--- config.mk ---
export PLATFORM = sky130hd
export DESIGN_NAME = entropy_decode_ac_level_coefficients
export DESIGN_NICKNAME = d
export VERILOG_FILES = /design/src/rtl/entropy_decode_ac_level_coefficients_pkg.sv /design/src/rtl/entropy_decode_ac_level_coefficients_codebook_select.sv /design/src/rtl/entropy_decode_ac_level_coefficients.sv
export SDC_FILE = /design/constraint.sdc
export NUM_CORES = 1
export LEC_CHECK = 0
export ABC_AREA = 1
export BUFFER_PORTS_ARGS = -buffer_cell sky130_fd_sc_hd__buf_4
export CORE_UTILIZATION = 63
export CTS_CLUSTER_SIZE = 40
export DETAILED_ROUTE_END_ITERATION = 6
export PLACE_DENSITY = 0.82
export SLEW_MARGIN = 30
export SYNTH_ARGS = -nofsm -noshare
export SYNTH_HDL_FRONTEND = slang
export SYNTH_SLANG_ARGS = --single-unit
--- constraint.sdc ---
create_clock -name clk -period 5.33 [get_ports clk]
set_input_delay 0.7995 -clock clk [delete_from_list [all_inputs] [get_ports clk]]
set_output_delay 0.7995 -clock clk [all_outputs]
set_load 0.02 [all_outputs]
--- src/rtl/entropy_decode_ac_level_coefficients_pkg.sv ---
// Shared ProRes AC-level VLC definitions: adaptive codebook table, decoder
// FSM states and fixed widths. The encoder side reuses the same table.
package entropy_decode_ac_level_coefficients_pkg;

  localparam int MAX_ZEROS_DEF = 16;
  localparam int LEVEL_W_DEF   = 32;
  localparam int V_W           = 20;
  localparam int SFX_W         = 24;

  // Sign bit value that marks a negative level
  localparam logic SIGN_NEG = 1'b1;

  typedef enum logic [2:0] {
    ST_PREFIX = 3'd0,
    ST_SUFFIX = 3'd1,
    ST_SIGN   = 3'd2,
    ST_OUT    = 3'd3,
    ST_ERROR  = 3'd4
  } state_e;

  typedef struct packed {
    logic [1:0] t;
    logic [1:0] k;
  } codebook_t;

  // Rice threshold T and exp-Golomb order k chosen by the previous level's magnitude
  function automatic codebook_t ac_level_codebook(input logic [V_W-1:0] prev);
    codebook_t cb;
    if (prev == V_W'(0)) begin
      cb.t = 2'd3;
      cb.k = 2'd2;
    end else if (prev == V_W'(1)) begin
      cb.t = 2'd2;
      cb.k = 2'd1;
    end else if (prev == V_W'(2)) begin
      cb.t = 2'd3;
      cb.k = 2'd1;
    end else if (prev == V_W'(3)) begin
      cb.t = 2'd0;
      cb.k = 2'd0;
    end else if (prev < V_W'(8)) begin
      cb.t = 2'd0;
      cb.k = 2'd1;
    end else begin
      cb.t = 2'd0;
      cb.k = 2'd2;
    end
    return cb;
  endfunction

endpackage

--- src/rtl/entropy_decode_ac_level_coefficients_codebook_select.sv ---
// Combinational codebook lookup: previous level magnitude -> (T, k).
module entropy_decode_ac_level_coefficients_codebook_select
  import entropy_decode_ac_level_coefficients_pkg::*;
(
  input  logic [V_W-1:0] i_prev,
  output logic [1:0]     o_t,
  output logic [1:0]     o_k
);

  codebook_t w_cb;

  assign w_cb = ac_level_codebook(i_prev);
  assign o_t  = w_cb.t;
  assign o_k  = w_cb.k;

endmodule

--- src/rtl/entropy_decode_ac_level_coefficients.sv ---
// Bit-serial ProRes AC level decoder: parses the adaptive Rice/exp-Golomb
// codeword and sign bit, then presents one signed nonzero level.
module entropy_decode_ac_level_coefficients
  import entropy_decode_ac_level_coefficients_pkg::*;
#(
  parameter int MAX_ZEROS = MAX_ZEROS_DEF,
  parameter int LEVEL_W   = LEVEL_W_DEF
) (
  input  logic               clk,
  input  logic               reset,
  input  logic               block_start,
  input  logic               bit_valid,
  input  logic               bit_in,
  output logic               bit_ready,
  output logic               level_valid,
  output logic [LEVEL_W-1:0] level,
  input  logic               level_ready,
  output logic               error
);

  // Wide enough for the prefix count and the longest suffix length (MAX_ZEROS + 2)
  localparam int ZW = $clog2(MAX_ZEROS + 3);

  state_e             r_state;
  logic               r_bit_ready;
  logic               r_level_valid;
  logic               r_error;
  logic [LEVEL_W-1:0] r_level;
  logic [V_W-1:0]     r_prev;
  logic [V_W-1:0]     r_v;
  logic [ZW-1:0]      r_z;
  logic [ZW-1:0]      r_cnt;
  logic [SFX_W-1:0]   r_m;

  logic [1:0]         w_t;
  logic [1:0]         w_k;
  logic               w_take;
  logic               w_rice;
  logic [ZW-1:0]      w_n;
  logic [SFX_W-1:0]   w_v;
  logic [LEVEL_W-1:0] w_mag;

  // prev only changes between codewords, so (T, k) stay fixed for a whole codeword
  entropy_decode_ac_level_coefficients_codebook_select u_codebook (
    .i_prev (r_prev),
    .o_t    (w_t),
    .o_k    (w_k)
  );

  assign w_take = bit_valid & r_bit_ready;
  assign w_rice = (r_z < ZW'(w_t));
  assign w_n    = r_z - ZW'(w_t) + ZW'(w_k);
  // r_m starts at 1 and collects suffix bits, so it already equals (1 << (e+k)) | b
  assign w_v    = w_rice ? SFX_W'(r_z)
                         : (SFX_W'(w_t) + r_m) - (SFX_W'(1) << w_k);
  assign w_mag  = LEVEL_W'(w_v) + LEVEL_W'(1);

  assign bit_ready   = r_bit_ready;
  assign level_valid = r_level_valid;
  assign level       = r_level;
  assign error       = r_error;

  // Codeword parser FSM with registered handshake outputs
  always_ff @(posedge clk or posedge reset) begin
    if (reset) begin
      r_state       <= ST_PREFIX;
      r_bit_ready   <= 1'b0;
      r_level_valid <= 1'b0;
      r_level       <= '0;
      r_error       <= 1'b0;
      r_prev        <= V_W'(1);
      r_v           <= '0;
      r_z           <= '0;
      r_cnt         <= '0;
      r_m           <= '0;
    end else if (block_start) begin
      r_state       <= ST_PREFIX;
      r_bit_ready   <= 1'b1;
      r_level_valid <= 1'b0;
      r_error       <= 1'b0;
      r_prev        <= V_W'(1);
      r_z           <= '0;
      r_cnt         <= '0;
      r_m           <= '0;
    end else begin
      case (r_state)
        ST_PREFIX: begin
          r_bit_ready <= 1'b1;
          if (w_take) begin
            if (bit_in == 1'b0) begin
              if (r_z == ZW'(MAX_ZEROS)) begin
                r_state     <= ST_ERROR;
                r_error     <= 1'b1;
                r_bit_ready <= 1'b0;
              end else begin
                r_z <= r_z + ZW'(1);
              end
            end else begin
              r_m <= SFX_W'(1);
              if (w_rice || (w_n == ZW'(0))) begin
                r_state <= ST_SIGN;
              end else begin
                r_state <= ST_SUFFIX;
                r_cnt   <= w_n;
              end
            end
          end
        end

        ST_SUFFIX: begin
          r_bit_ready <= 1'b1;
          if (w_take) begin
            r_m   <= {r_m[SFX_W-2:0], bit_in};
            r_cnt <= r_cnt - ZW'(1);
            if (r_cnt == ZW'(1)) begin
              r_state <= ST_SIGN;
            end else begin
              r_state <= ST_SUFFIX;
            end
          end
        end

        ST_SIGN: begin
          if (w_take) begin
            r_v           <= w_v[V_W-1:0];
            r_level       <= (bit_in == SIGN_NEG) ? (LEVEL_W'(0) - w_mag) : w_mag;
            r_level_valid <= 1'b1;
            r_bit_ready   <= 1'b0;
            r_state       <= ST_OUT;
          end else begin
            r_bit_ready <= 1'b1;
          end
        end

        ST_OUT: begin
          if (level_ready) begin
            r_level_valid <= 1'b0;
            r_bit_ready   <= 1'b1;
            r_prev        <= r_v;
            r_z           <= '0;
            r_state       <= ST_PREFIX;
          end else begin
            r_bit_ready <= 1'b0;
          end
        end

        ST_ERROR: begin
          r_error       <= 1'b1;
          r_bit_ready   <= 1'b0;
          r_level_valid <= 1'b0;
        end

        default: begin
          r_state       <= ST_PREFIX;
          r_bit_ready   <= 1'b0;
          r_level_valid <= 1'b0;
          r_z           <= '0;
        end
      endcase
    end
  end

endmodule

==> flow_summary.ini <==
[timing]
finalHoldViolCount = 0
setup_tns_ns = 0
worst_pin_slew_ns = 0.830
finalCritPeriodShare = 0.888
fmaxAchievable_ghz = 0.211
rsz0062_at_grt = false
finalCriticalPeriod_ns = 4.73
max_slew_margin = 0.443
fin_skew_ns = 0.00754
slew_viol_final = 0
finalSetupViolations = 0

[logic_synthesis]
yosysUniqueCellTypes = 51
synth_area_leaders = dfrtp_1 (31%), nand2_1 (17%), inv_1 (8.5%), nand3_1 (6.7%), ha_1 (5.9%)
synth-edff-count = 0
synthesis.nets = 1301
ys_ff_latch = 106
syn_area_sq_um = 8460
ys.flop_type = dfrtp_1
synth-warning-count = 0
async_reset_ff_frac = 1.00
netlist_instances = 1251
postSynthAreaPerCell_sq_um = 6.76
ys_seq_area_frac = 0.314
synth_top_area_share = 0.311
yosysTopAreaCell = dfrtp_1

[global_routing]
grt_usage = 0.304
grt_pass1_wl_microns = 34100
grt_remaining_overflow = 0
grt_max_degree = 78
antenna_found_initial = 0
grt_pass1_vias = 7299

[route]
drc_errors = 0
routed_via_density = 5.34
drtPass1Iterations = 5
wl_microns = 19900
drt_iter0_markers = 618
route.vias.total = 7742
routedWlPerCell_microns = 13.7
antenna_left = 0

[worst_setup_path]
worst-path-max-fanout = 7
crit_required_ns = 5.59
cpPeakStageDelay_ns = 0.57
reg2reg_from = r_prev[0]$_DFFE_PP1P_
critical_path_class = flip-flop to flip-flop
rr_endpoint = level[30]$_DFFE_PP0P_
crit_top_cell = nand2_1
path_depth = 24
rrSetupSlack_ns = 0.60
worstSetupEndpoint = level[30]$_DFFE_PP0P_
worstRegToRegCells = 24
cp_num_buf_inv = 2
cp-end-kind = flip-flop
path_delay_family = simple AND/OR/NAND/NOR gates
cp_cell_sequence = inv_1, nand3_1, nor2_2, nand3_2, a21boi_1, fa_1, fa_1, inv_1, nand3_1, nand2_1, nand2_1, nand2_1, xor2_1, nand3_1, nor2_1, nand3_2, nor2_4, nand3_1, nand2_1, nand2_2, nor3_1, nand2_1, o21ai_1, nand2_1
start_kind = flip-flop
critPathSlowestCell = dfstp_2
cp.arrival_ns = 4.99
startpoint = r_prev[0]$_DFFE_PP1P_

[final_layout]
nNetsFinal = 1324
area_growth_pct = 8.13
final_util = 0.711
antenna_cells = 0
drive_above_1_share = 0.111

[cts]
clock_latency_ns = 0.37
cts_buffer_depth = 2
cts_tree = done
cts-root-buf = clkbuf_16
htreeDepth = 3
path_clk_slew_ns = 0.08
clock_sinks = 106
numCtsBuffers = 9

[power]
power_density_nw_per_um2 = 456
leakage_uw = 0.00510
peakVddDrop_v = 0.000388

[die]
num_rows = 41
initial_core_util = 0.657
io_pins = 41
die_h_microns = 118
fp.dieArea_sq_um = 13900
die_w_microns = 118
core_sq_um = 12900

[status]
outcome = complete, no violations

[hold_path]
hold_path.class = flip-flop to flip-flop

[placed_design]
routabilityCongestion = 0.947
io_buffers = 40
hpwl_microns = 15500

[flow_run]
maxCapViolations = 0
## per-stage QoR
stage               area, sq um  total power (uW)  instances  hold WS (ns)  worst slack (ns)
finish                     9150              4170       1451         0.484             0.597
global route               9150              4520       1451         0.506            0.0961
CTS                        9140              4170       1451         0.482             0.454
detailed placement         8820              3460       1435         0.463             0.502
global placement           8820              3420       1435         0.456             0.600
floorplan                  8460              2930       1251         0.443              1.14
## power by group
group	total, uW	switching (uW)	internal [uW]
clock network	700	360	340
registers	1080	114	963
logic	2390	1600	799
## synth_stat cells (2+ instances only)
library cell / count
nor2_4: 7
o21bai_1: 4
nand2_1: 382
nor3_1: 14
xor2_1: 15
dfrtp_1: 105
inv_1: 191
nand4_1: 22
buf_1: 2
o21ai_1: 10
buf_4: 9
nand3_4: 2
xnor2_1: 8
nor2_8: 3
nand3b_1: 14
clkbuf_1: 17
o21a_1: 2
o22ai_1: 2
a21oi_1: 29
inv_2: 6
ha_1: 40
nor2_2: 13
o21ai_0: 68
a22o_1: 9
o211ai_1: 3
buf_6: 4
buf_2: 2
fa_1: 4
nand2_4: 10
nand3_2: 7
nor2_1: 94
nand2_2: 21
nand3_1: 114
## worst min path at each step
stage | start | to | slack (ns) | cells after the start
after floorplan | r_prev[12]$_DFFE_PP0P_ | r_prev[12]$_DFFE_PP0P_ | 0.44 | 2
after global placement | r_prev[14]$_DFFE_PP0P_ | r_prev[14]$_DFFE_PP0P_ | 0.46 | 2
after detailed placement | r_prev[17]$_DFFE_PP0P_ | r_prev[17]$_DFFE_PP0P_ | 0.46 | 2
after CTS | r_v[14]$_DFFE_PP0P_ | r_prev[14]$_DFFE_PP0P_ | 0.48 | 2
after global routing | r_prev[14]$_DFFE_PP0P_ | r_prev[14]$_DFFE_PP0P_ | 0.51 | 2
final | level[17]$_DFFE_PP0P_ | level[17]$_DFFE_PP0P_ | 0.48 | 2
## tightest hold or removal path: cells and delay by family (launching register included)
family	cells	cell delay (ns)
DFF	1	0.35
and+or+nand+nor	2	0.10
## state kept, by name, indices dropped and copies added (netlist names)
signal / flops
r_prev: 20
error: 1
r_v: 20
r_state: 3
r_m: 24
level_valid: 1
r_cnt: 5
level: 26
r_z: 5
bit_ready: 1
## what timing repair did
action	CTS	global route
setup endpoints to repair	0	8
setup buffers	0	0
hold buffers	0	0
gates resized for setup	0	4
## layer usage
metal  wire length, microns  vias to the layer above  track usage
met4                    235                        0       0.0857
met2                   9560                      165        0.521
met5                      0                        -            0
li1                       -                     4005            -
met3                    753                       16       0.0412
met1                   9330                     3556        0.400
## cell type report
cell class                      instances  area (sq um)
Clock buffer                            9           225
Clock inverter                          7          93.8
Fill cell                            1139          3730
Inverter                              197           742
Multi-Input combinational cell        913          4870
Sequential cell                       106          2650
Tap cell                              172           215
Timing Repair Buffer                   47           353
## cells by family after synthesis
logic type,synth area share
xor gates and xnor gates,0.0277
AOI/OAI and AO/OA,0.0896
other,0.000443
and+or+nand+nor,0.387
adders and majority gates,0.0686
DFF,0.314
buffers and inverters,0.113
## cells in the final DEF (no fill, tap or decap), drive strengths merged, types with 14 or more instances in the layout
| cell type | count |
|---|---|
| nand3b | 14 |
| nor2 | 117 |
| nand3 | 123 |
| dfrtp | 105 |
| nand4 | 22 |
| ha | 40 |
| o21ai | 78 |
| inv | 199 |
| a21oi | 29 |
| xor2 | 16 |
| nor3 | 14 |
| buf | 47 |
| nand2 | 413 |
No activity file was read; power rests on OpenSTA's default activity.
